--- config.mk ---
export PLATFORM = sky130hd
export DESIGN_NAME = float_cmp_stream
export DESIGN_NICKNAME = d
export VERILOG_FILES = /design/src/rtl/float_cmp_stream.sv
export SDC_FILE = /design/constraint.sdc
export NUM_CORES = 1
export LEC_CHECK = 0
export CORE_MARGIN = 3
export CORE_UTILIZATION = 25
export DETAILED_ROUTE_END_ITERATION = 7
export PLACE_DENSITY = 0.44
export SYNTH_ARGS = -nofsm -noshare
export SYNTH_HDL_FRONTEND = slang
export SYNTH_SLANG_ARGS = --single-unit
--- constraint.sdc ---
create_clock -name clk -period 2.87 [get_ports clk]
set_clock_uncertainty 0.1 [all_clocks]
set_input_delay 0.574 -clock clk [delete_from_list [all_inputs] [get_ports clk]]
set_output_delay 0.574 -clock clk [all_outputs]
set_load 0.01 [all_outputs]
--- src/rtl/float_cmp_stream.sv ---
// Two-stage streaming float compare with a mode-selected flag, pairwise max and running max.
// Define FLOAT_CMP_NAN_EN to treat exp all-ones / frac non-zero as NaN and add the unordered port.
module float_cmp_stream #(
    parameter int EXP_W  = 4,
    parameter int FRAC_W = 8
) (
    input  logic                    clk,
    input  logic                    rst_n,
    input  logic                    in_valid,
    output logic                    in_ready,
    input  logic [EXP_W+FRAC_W:0]   a,
    input  logic [EXP_W+FRAC_W:0]   b,
    input  logic [1:0]              mode,
    output logic                    out_valid,
    input  logic                    out_ready,
    output logic                    result,
    output logic [EXP_W+FRAC_W:0]   max_out,
`ifdef FLOAT_CMP_NAN_EN
    output logic                    unordered,
`endif
    input  logic                    clr,
    output logic [EXP_W+FRAC_W:0]   run_max,
    output logic                    run_max_valid
);

    localparam int W     = 1 + EXP_W + FRAC_W;
    localparam int MAG_W = EXP_W + FRAC_W;

    localparam logic [1:0] MODE_GT = 2'b00;
    localparam logic [1:0] MODE_LT = 2'b01;
    localparam logic [1:0] MODE_EQ = 2'b10;
    localparam logic [1:0] MODE_GE = 2'b11;

    // Monotonic unsigned key; a zero magnitude is always treated as positive so +0 == -0.
    function automatic logic [W-1:0] order_key(input logic [W-1:0] x);
        logic [MAG_W-1:0] mag;
        logic             neg;
        mag = x[MAG_W-1:0];
        neg = x[W-1] && (mag != '0);
        return neg ? {1'b0, ~mag} : {1'b1, mag};
    endfunction

    function automatic logic mode_select(input logic [1:0] m, input logic gt,
                                         input logic lt, input logic eq);
        logic r;
        case (m)
            MODE_GT: r = gt;
            MODE_LT: r = lt;
            MODE_EQ: r = eq;
            MODE_GE: r = gt | eq;
            default: r = 1'b0;
        endcase
        return r;
    endfunction

`ifdef FLOAT_CMP_NAN_EN
    function automatic logic is_nan(input logic [W-1:0] x);
        return (&x[MAG_W-1:FRAC_W]) && (|x[FRAC_W-1:0]);
    endfunction
`endif

    logic           s1_free;
    logic           s2_free;
    logic           in_fire;
    logic           out_fire;

    logic           vld_p1_q, vld_p1_d;
    logic [W-1:0]   key_a_p1_q, key_b_p1_q;
    logic [W-1:0]   a_p1_q, b_p1_q;
    logic [1:0]     mode_p1_q;
`ifdef FLOAT_CMP_NAN_EN
    logic           nan_a_p1_q, nan_b_p1_q;
    logic           unord_p2_q, unord_p2_d;
`endif

    logic           vld_p2_q, vld_p2_d;
    logic           result_p2_q, result_p2_d;
    logic [W-1:0]   max_p2_q, max_p2_d;

    logic           cmp_result;
    logic [W-1:0]   cmp_max;
    logic           cmp_unord;

    logic [W-1:0]   run_max_q, run_max_d;
    logic           run_vld_q, run_vld_d;
    logic [W-1:0]   base_max;
    logic           base_vld;
    logic           max_ok;

    assign s2_free  = !vld_p2_q || out_ready;
    assign s1_free  = !vld_p1_q || s2_free;
    assign in_ready = s1_free;
    assign in_fire  = in_valid && s1_free;
    assign out_fire = vld_p2_q && out_ready;

    // ---- Stage 1: capture keys, raw operands and mode ----
    always_comb begin
        vld_p1_d = vld_p1_q;
        if (s1_free) begin
            vld_p1_d = in_valid;
        end
    end

    always_ff @(posedge clk or negedge rst_n) begin
        if (!rst_n) begin
            vld_p1_q <= 1'b0;
        end else begin
            vld_p1_q <= vld_p1_d;
        end
    end

    always_ff @(posedge clk) begin
        if (in_fire) begin
            key_a_p1_q <= order_key(a);
            key_b_p1_q <= order_key(b);
            a_p1_q     <= a;
            b_p1_q     <= b;
            mode_p1_q  <= mode;
`ifdef FLOAT_CMP_NAN_EN
            nan_a_p1_q <= is_nan(a);
            nan_b_p1_q <= is_nan(b);
`endif
        end
    end

    // ---- Stage 2: compare keys, select flag and larger operand ----
    always_comb begin
        cmp_unord  = 1'b0;
        cmp_result = mode_select(mode_p1_q,
                                 key_a_p1_q > key_b_p1_q,
                                 key_a_p1_q < key_b_p1_q,
                                 key_a_p1_q == key_b_p1_q);
        cmp_max    = (key_b_p1_q > key_a_p1_q) ? b_p1_q : a_p1_q;
`ifdef FLOAT_CMP_NAN_EN
        cmp_unord = nan_a_p1_q || nan_b_p1_q;
        if (cmp_unord) begin
            cmp_result = 1'b0;
            cmp_max    = (nan_a_p1_q && !nan_b_p1_q) ? b_p1_q : a_p1_q;
        end
`endif
    end

    always_comb begin
        vld_p2_d    = vld_p2_q;
        result_p2_d = result_p2_q;
        max_p2_d    = max_p2_q;
`ifdef FLOAT_CMP_NAN_EN
        unord_p2_d  = unord_p2_q;
`endif
        if (s2_free) begin
            vld_p2_d = vld_p1_q;
            if (vld_p1_q) begin
                result_p2_d = cmp_result;
                max_p2_d    = cmp_max;
`ifdef FLOAT_CMP_NAN_EN
                unord_p2_d  = cmp_unord;
`endif
            end
        end
    end

    always_ff @(posedge clk or negedge rst_n) begin
        if (!rst_n) begin
            vld_p2_q    <= 1'b0;
            result_p2_q <= 1'b0;
            max_p2_q    <= '0;
`ifdef FLOAT_CMP_NAN_EN
            unord_p2_q  <= 1'b0;
`endif
        end else begin
            vld_p2_q    <= vld_p2_d;
            result_p2_q <= result_p2_d;
            max_p2_q    <= max_p2_d;
`ifdef FLOAT_CMP_NAN_EN
            unord_p2_q  <= unord_p2_d;
`endif
        end
    end

    // ---- Running maximum: clear takes effect before a coincident handshake ----
    always_comb begin
        max_ok = 1'b1;
`ifdef FLOAT_CMP_NAN_EN
        max_ok = !is_nan(max_p2_q);
`endif
        base_vld  = run_vld_q && !clr;
        base_max  = clr ? '0 : run_max_q;
        run_vld_d = base_vld;
        run_max_d = base_max;
        if (out_fire && max_ok &&
            (!base_vld || (order_key(max_p2_q) > order_key(base_max)))) begin
            run_vld_d = 1'b1;
            run_max_d = max_p2_q;
        end
    end

    always_ff @(posedge clk or negedge rst_n) begin
        if (!rst_n) begin
            run_max_q <= '0;
            run_vld_q <= 1'b0;
        end else begin
            run_max_q <= run_max_d;
            run_vld_q <= run_vld_d;
        end
    end

    assign out_valid     = vld_p2_q;
    assign result        = result_p2_q;
    assign max_out       = max_p2_q;
    assign run_max       = run_max_q;
    assign run_max_valid = run_vld_q;
`ifdef FLOAT_CMP_NAN_EN
    assign unordered     = unord_p2_q;
`endif

endmodule

### Word-level counts from Yosys, hierarchy flattened

Cells that the tools add are included.

* word-level logic and storage cells: 54
* output and inout port bits: 30
* input bits: 33
* bits in registers: 84

* reductions and logical operators: 21
* eq/ne operators: 4
* magnitude comparators: 4
* muxes and demuxes: 9
* bitwise gates (word level): 5

Operators by type and width (count)
* $mux 13: 7
* $not 12->12: 4
* $reduce_bool 12->1: 4
* $gt 13x13->1: 3
* $eq 13x13->1: 1
* $lt 13x13->1: 1
* $logic_and 1x1->1: 8
* $eq 2x2->1 const B: 2
* $logic_not 1->1: 4
* $pmux 1 s4: 1
* $logic_or 1x1->1: 3
* $eq 2x1->1 const B: 1
* $logic_not 2->1: 1
* $reduce_and 2->1: 1
* $mux 1: 1
* $or 1x1->1: 1

### Longest topological paths before layout

* word-level depth: 8
* depth in mapped cells: 13
* depth with buffers taken out: 11

### Worst setup path after synthesis

Ideal clock, no wire load.

* kind: reg-to-reg
* start: reg run_max_q[2], in the netlist run_max[2]
* end: reg run_max_q[2], in the netlist run_max[2]
* data arrival time: 2.823 ns
* required time: 2.649 ns
* cell stages (with the launch flop): 14
* slack: -0.174 ns
* path through: dfrtp_1 > nor4_1 > a31oi_1 > nor2_1 > clkbuf_1 > mux2i_1 > ha_1 > o21ai_1 > a21oi_1 > o311ai_1 > nand4_1 > and3_1 > buf_2 > a22o_1

* longest elaborated chain between the ends: 8

Ends and longest elaborated chain
* start, declared: line 84 `logic [W-1:0] run_max_q, run_max_d;`
* start signal, assigned: line 202 `run_max_q <= run_max_d;`
* $mux 13 (*): line 187 `base_max = clr ? '0 : run_max_q;`
* $reduce_bool 12->1: line 39 `neg = x[W-1] && (mag != '0);`
* $logic_and 1x1->1: line 39
* $mux 13: line 40 `return neg ? {1'b0, ~mag} : {1'b1, mag};`
* $gt 13x13->1: line 191 `(!base_vld || (order_key(max_p2_q) > order_key(base_max)))) begin`
* $logic_or 1x1->1: line 191
* $logic_and 1x1->1: line 190 `if (out_fire && max_ok &&`
* $mux 13 (*): line 190
* net run_max_d[2]: line 84

Mark *: on every way through the listed nets, which the timed path passes. The rest lies on a longest branch.
A chain may end at the register's enable or synchronous reset.

### Final worst setup path

* start: reg run_max_q[6], in the netlist run_max[6]
* end: reg run_max_q[9], in the netlist run_max[9]

* longest elaborated chain between the ends: 8

Ends and longest elaborated chain (line)
* $mux 13 (*): 187
* $reduce_bool 12->1: 39
* $logic_and 1x1->1: 39
* $mux 13 (*): 40
* $gt 13x13->1 (*): 191
* $logic_or 1x1->1 (*): 191
* $logic_and 1x1->1 (*): 190
* $mux 13 (*): 190
* net run_max_d[9]: 84

Marks and branches as above.

==> results.ini <==
[outcome]
status = completed

[grt]
number_of_global_route_vias_before_repair = 3033
grt_overflow_total = 0
grt_pass1_wl_um = 16260
antenna_violations_before_repair = 0
grt_max_degree = 55
globalRouteTotalUtil = 0.1155

[synth]
synthesis.area_per_instance_sq_um = 12.89
synth_warnings = 0
top_flip_flop_cell_by_instance_count_after_synthesis = edfxtp_1
number_of_enable_flip_flop_cells_after_synthesis = 54
gate_count_post_synth = 325
syn-cell-area_sq_um = 4190
yosys_register_bits = 84
asyncSetResetFlopFracSynth = 0.3571
synth_top_area_frac = 0.3870
syn_nets = 384
synth.distinct_cells = 39
synth-seq-area-share = 0.5661
synth_largest_area_cell = edfxtp_1
synth.area.top_cells = edfxtp_1 39%, dfrtp_1 18%, ha_1 7.8%

[routing]
dr_wl_met2_um = 4729
detail_route.first_pass.iterations = 4
dr_total_vias = 2823
postRouteWirelength_um = 10020
drt_drc_violations_left = 0
dr_wl_met3_um = 372
routed_via_density = 4.310
post_drt_wl_per_cell_um = 15.30
top_layer_used = met4
drt_first_iter_violations = 147
antenna_violating_nets_post_route = 0
wl_met1_um = 4756

[cts]
cts_tree = built
insertion_delay_ns = 0.34
numClockSinks = 84
clock-root-buffer = clkbuf_16
deepest_clock_path_buffer_count = 2
cts_hold_buffers = 0
cts_clock_pin_slew_for_the_worst_setup_and_hold_paths_ns = 0.06
htree_levels = 3
cts_made_buffers = 9

[timing]
finalSetupViolations = 0
layout_worst_path_cycle_share = 0.9928
grt_setup_unrepaired = true
achievable-frequency_ghz = 0.3509
finalHoldViolCount = 0
final-max-slew-violation-count = 0
worst_slack_ns = 0.02057
layout_min_cycle_time_ns = 2.849
max-slew-margin-rel = 0.6262
max_slew.worst_pin.slew_ns = 0.5607

[floorplan]
floorplan.die_area_sq_um = 18350
io_pins = 63
die_width_um = 135.5
floorplan.initialDensity = 0.2600
fp.coreArea_sq_um = 16120
num_rows = 46
die_h_um = 135.5

[pwr]
finalPower_w = 0.004293
leakagePower_nw = 2.440
ir_worst_vdd_mv = 0.2671
power_density_nw_per_um2 = 733.4

[placement]
place.port_buffers = 62
placed_cells = 635
hpwlAfterDp_um = 7704
placement.setup.worst_slack_ns = -0.5392
gpl.final_weighted_congestion = 0.7196

[worst_setup_path]
endpoint_kind = register
worstSetupPathType = reg -> reg
rrSetupSlack_ns = 0.02
reg2regPathDepth = 14
cp-start-kind = register
crit_required_ns = 3.05
cp_data_arrival_time_ns = 3.03
worst-path-max-fanout = 6

[final_layout]
num-nets-final = 494
share_of_layout_cells_above_drive_strength_1 = 0.1936
diodes = 0
mostFrequentLayoutCells = 61 x clkdlybuf4s50_1, 54 x edfxtp_1, 42 x buf_4, 33 x xor2_1, 30 x dfrtp_1
syn_to_final_growth_pct = 39.71
stdcell_count = 655
mostFrequentLayoutCell = clkdlybuf4s50_1

[hold_path]
min_path_type = reg -> reg
number_of_cells_traversed_by_the_worst_hold_path = 2

[flow_run]
timing.max_cap.violations = 0

## registers in the layout, indices dropped and copies added (netlist names)
signal	count
a_p1_q	13
b_p1_q	13
key_a_p1_q	13
key_b_p1_q	13
max_out	13
run_max	13
mode_p1_q	2
out_valid	1
result	1
run_max_valid	1
vld_p1_q	1
## path summary, 6_finish.rpt
kind	startpoint	to
min in group asynchronous	rst_n	run_max[6]$_DFF_PN0_
worst min-delay path	b_p1_q[5]$_DFFE_PP_	max_out[5]$_DFFE_PN0P_
worst min register to register	b_p1_q[5]$_DFFE_PP_	max_out[5]$_DFFE_PN0P_
worst max register to register	run_max[6]$_DFF_PN0_	run_max[9]$_DFF_PN0_
max in group asynchronous	rst_n	vld_p1_q$_DFFE_PN0N_
worst max-delay path	run_max[6]$_DFF_PN0_	run_max[9]$_DFF_PN0_
## report_power, final
part	internal, W	total, W	switching (W)
sequential	0.00146	0.00155	0.0000905
combinational	0.000747	0.00144	0.000692
clock	0.000843	0.00131	0.000466
## cell families (layout without fill, tap and decap cells)
logic type | count (synthesis) | count (layout) | share of synthesized area
AOI/OAI and AO/OA | 53 | 53 | 0.09167
xor gates and xnor gates | 34 | 34 | 0.07107
adders and majority gates | 26 | 26 | 0.07763
buffers and inverters | 31 | 145 | 0.03195
DFF | 84 | 84 | 0.5661
muxes | 28 | 28 | 0.06718
and+or+nand+nor | 69 | 69 | 0.09435
## synthesized netlist by cell type, types with 2 or more instances
cell type / number
nand4_2: 2
xor2_1: 33
nand2_1: 18
a21oi_1: 9
o21ai_0: 5
a21o_1: 3
nand4_1: 3
nand2b_1: 5
o21ai_1: 11
mux2i_1: 27
clkbuf_1: 4
inv_1: 21
nor2_1: 9
or2_2: 2
buf_2: 5
and3_1: 3
and2_1: 2
edfxtp_1: 54
nor4_1: 13
o211ai_1: 2
ha_1: 26
a22o_1: 13
dfrtp_1: 30
a31oi_1: 4
nand3_1: 7
## per-stage QoR
step	hold WS (ns)	utilization	TNS, ns	cell area (sq um)
floorplan	0.1784	-	-0.1266	4230
global placement	0.4034	0.3342	-5.405	5385
detailed placement	0.4084	0.3342	-6.674	5385
CTS	0.4205	0.3605	-0.1361	5809
global route	0.4404	0.3633	-2.436	5854
finish	0.4169	0.3633	0	5854
## timing repair
action	4_1_cts	5_1_grt
pin swaps	1	12
buffers inserted	1	2
gates cloned	2	0
endpoints found under the setup margin	13	16
gates resized for setup	18	4
## final cells by class
class,instances,area [sq um]
clock buffer,10,229.0
clock inverter,5,101.3
fill,1583,10260
inverter,21,78.83
multi-input combinational,210,1794
sequential,84,2372
tap,216,270.3
timing repair buffer,109,1008
## worst max-delay path, cell delays in order (launching register included)
cell	delay [ns]
dfrtp_1	0.39
nor4_2	0.26
buf_4	0.16
a31oi_4	0.10
nor2_4	0.13
buf_6	0.13
mux2i_1	0.07
ha_1	0.29
o21ai_1	0.16
a21oi_2	0.05
o311ai_2	0.25
nand4_1	0.16
o211ai_1	0.17
buf_4	0.20
a22o_1	0.15
## layer usage
metal	vias to the layer above	global-route usage
met1	1339	0.1527
li1	1416	-
met4	0	0.04199
met2	56	0.1875
met5	-	0
met3	12	0.02415
(Power assumes the default switching activity.)
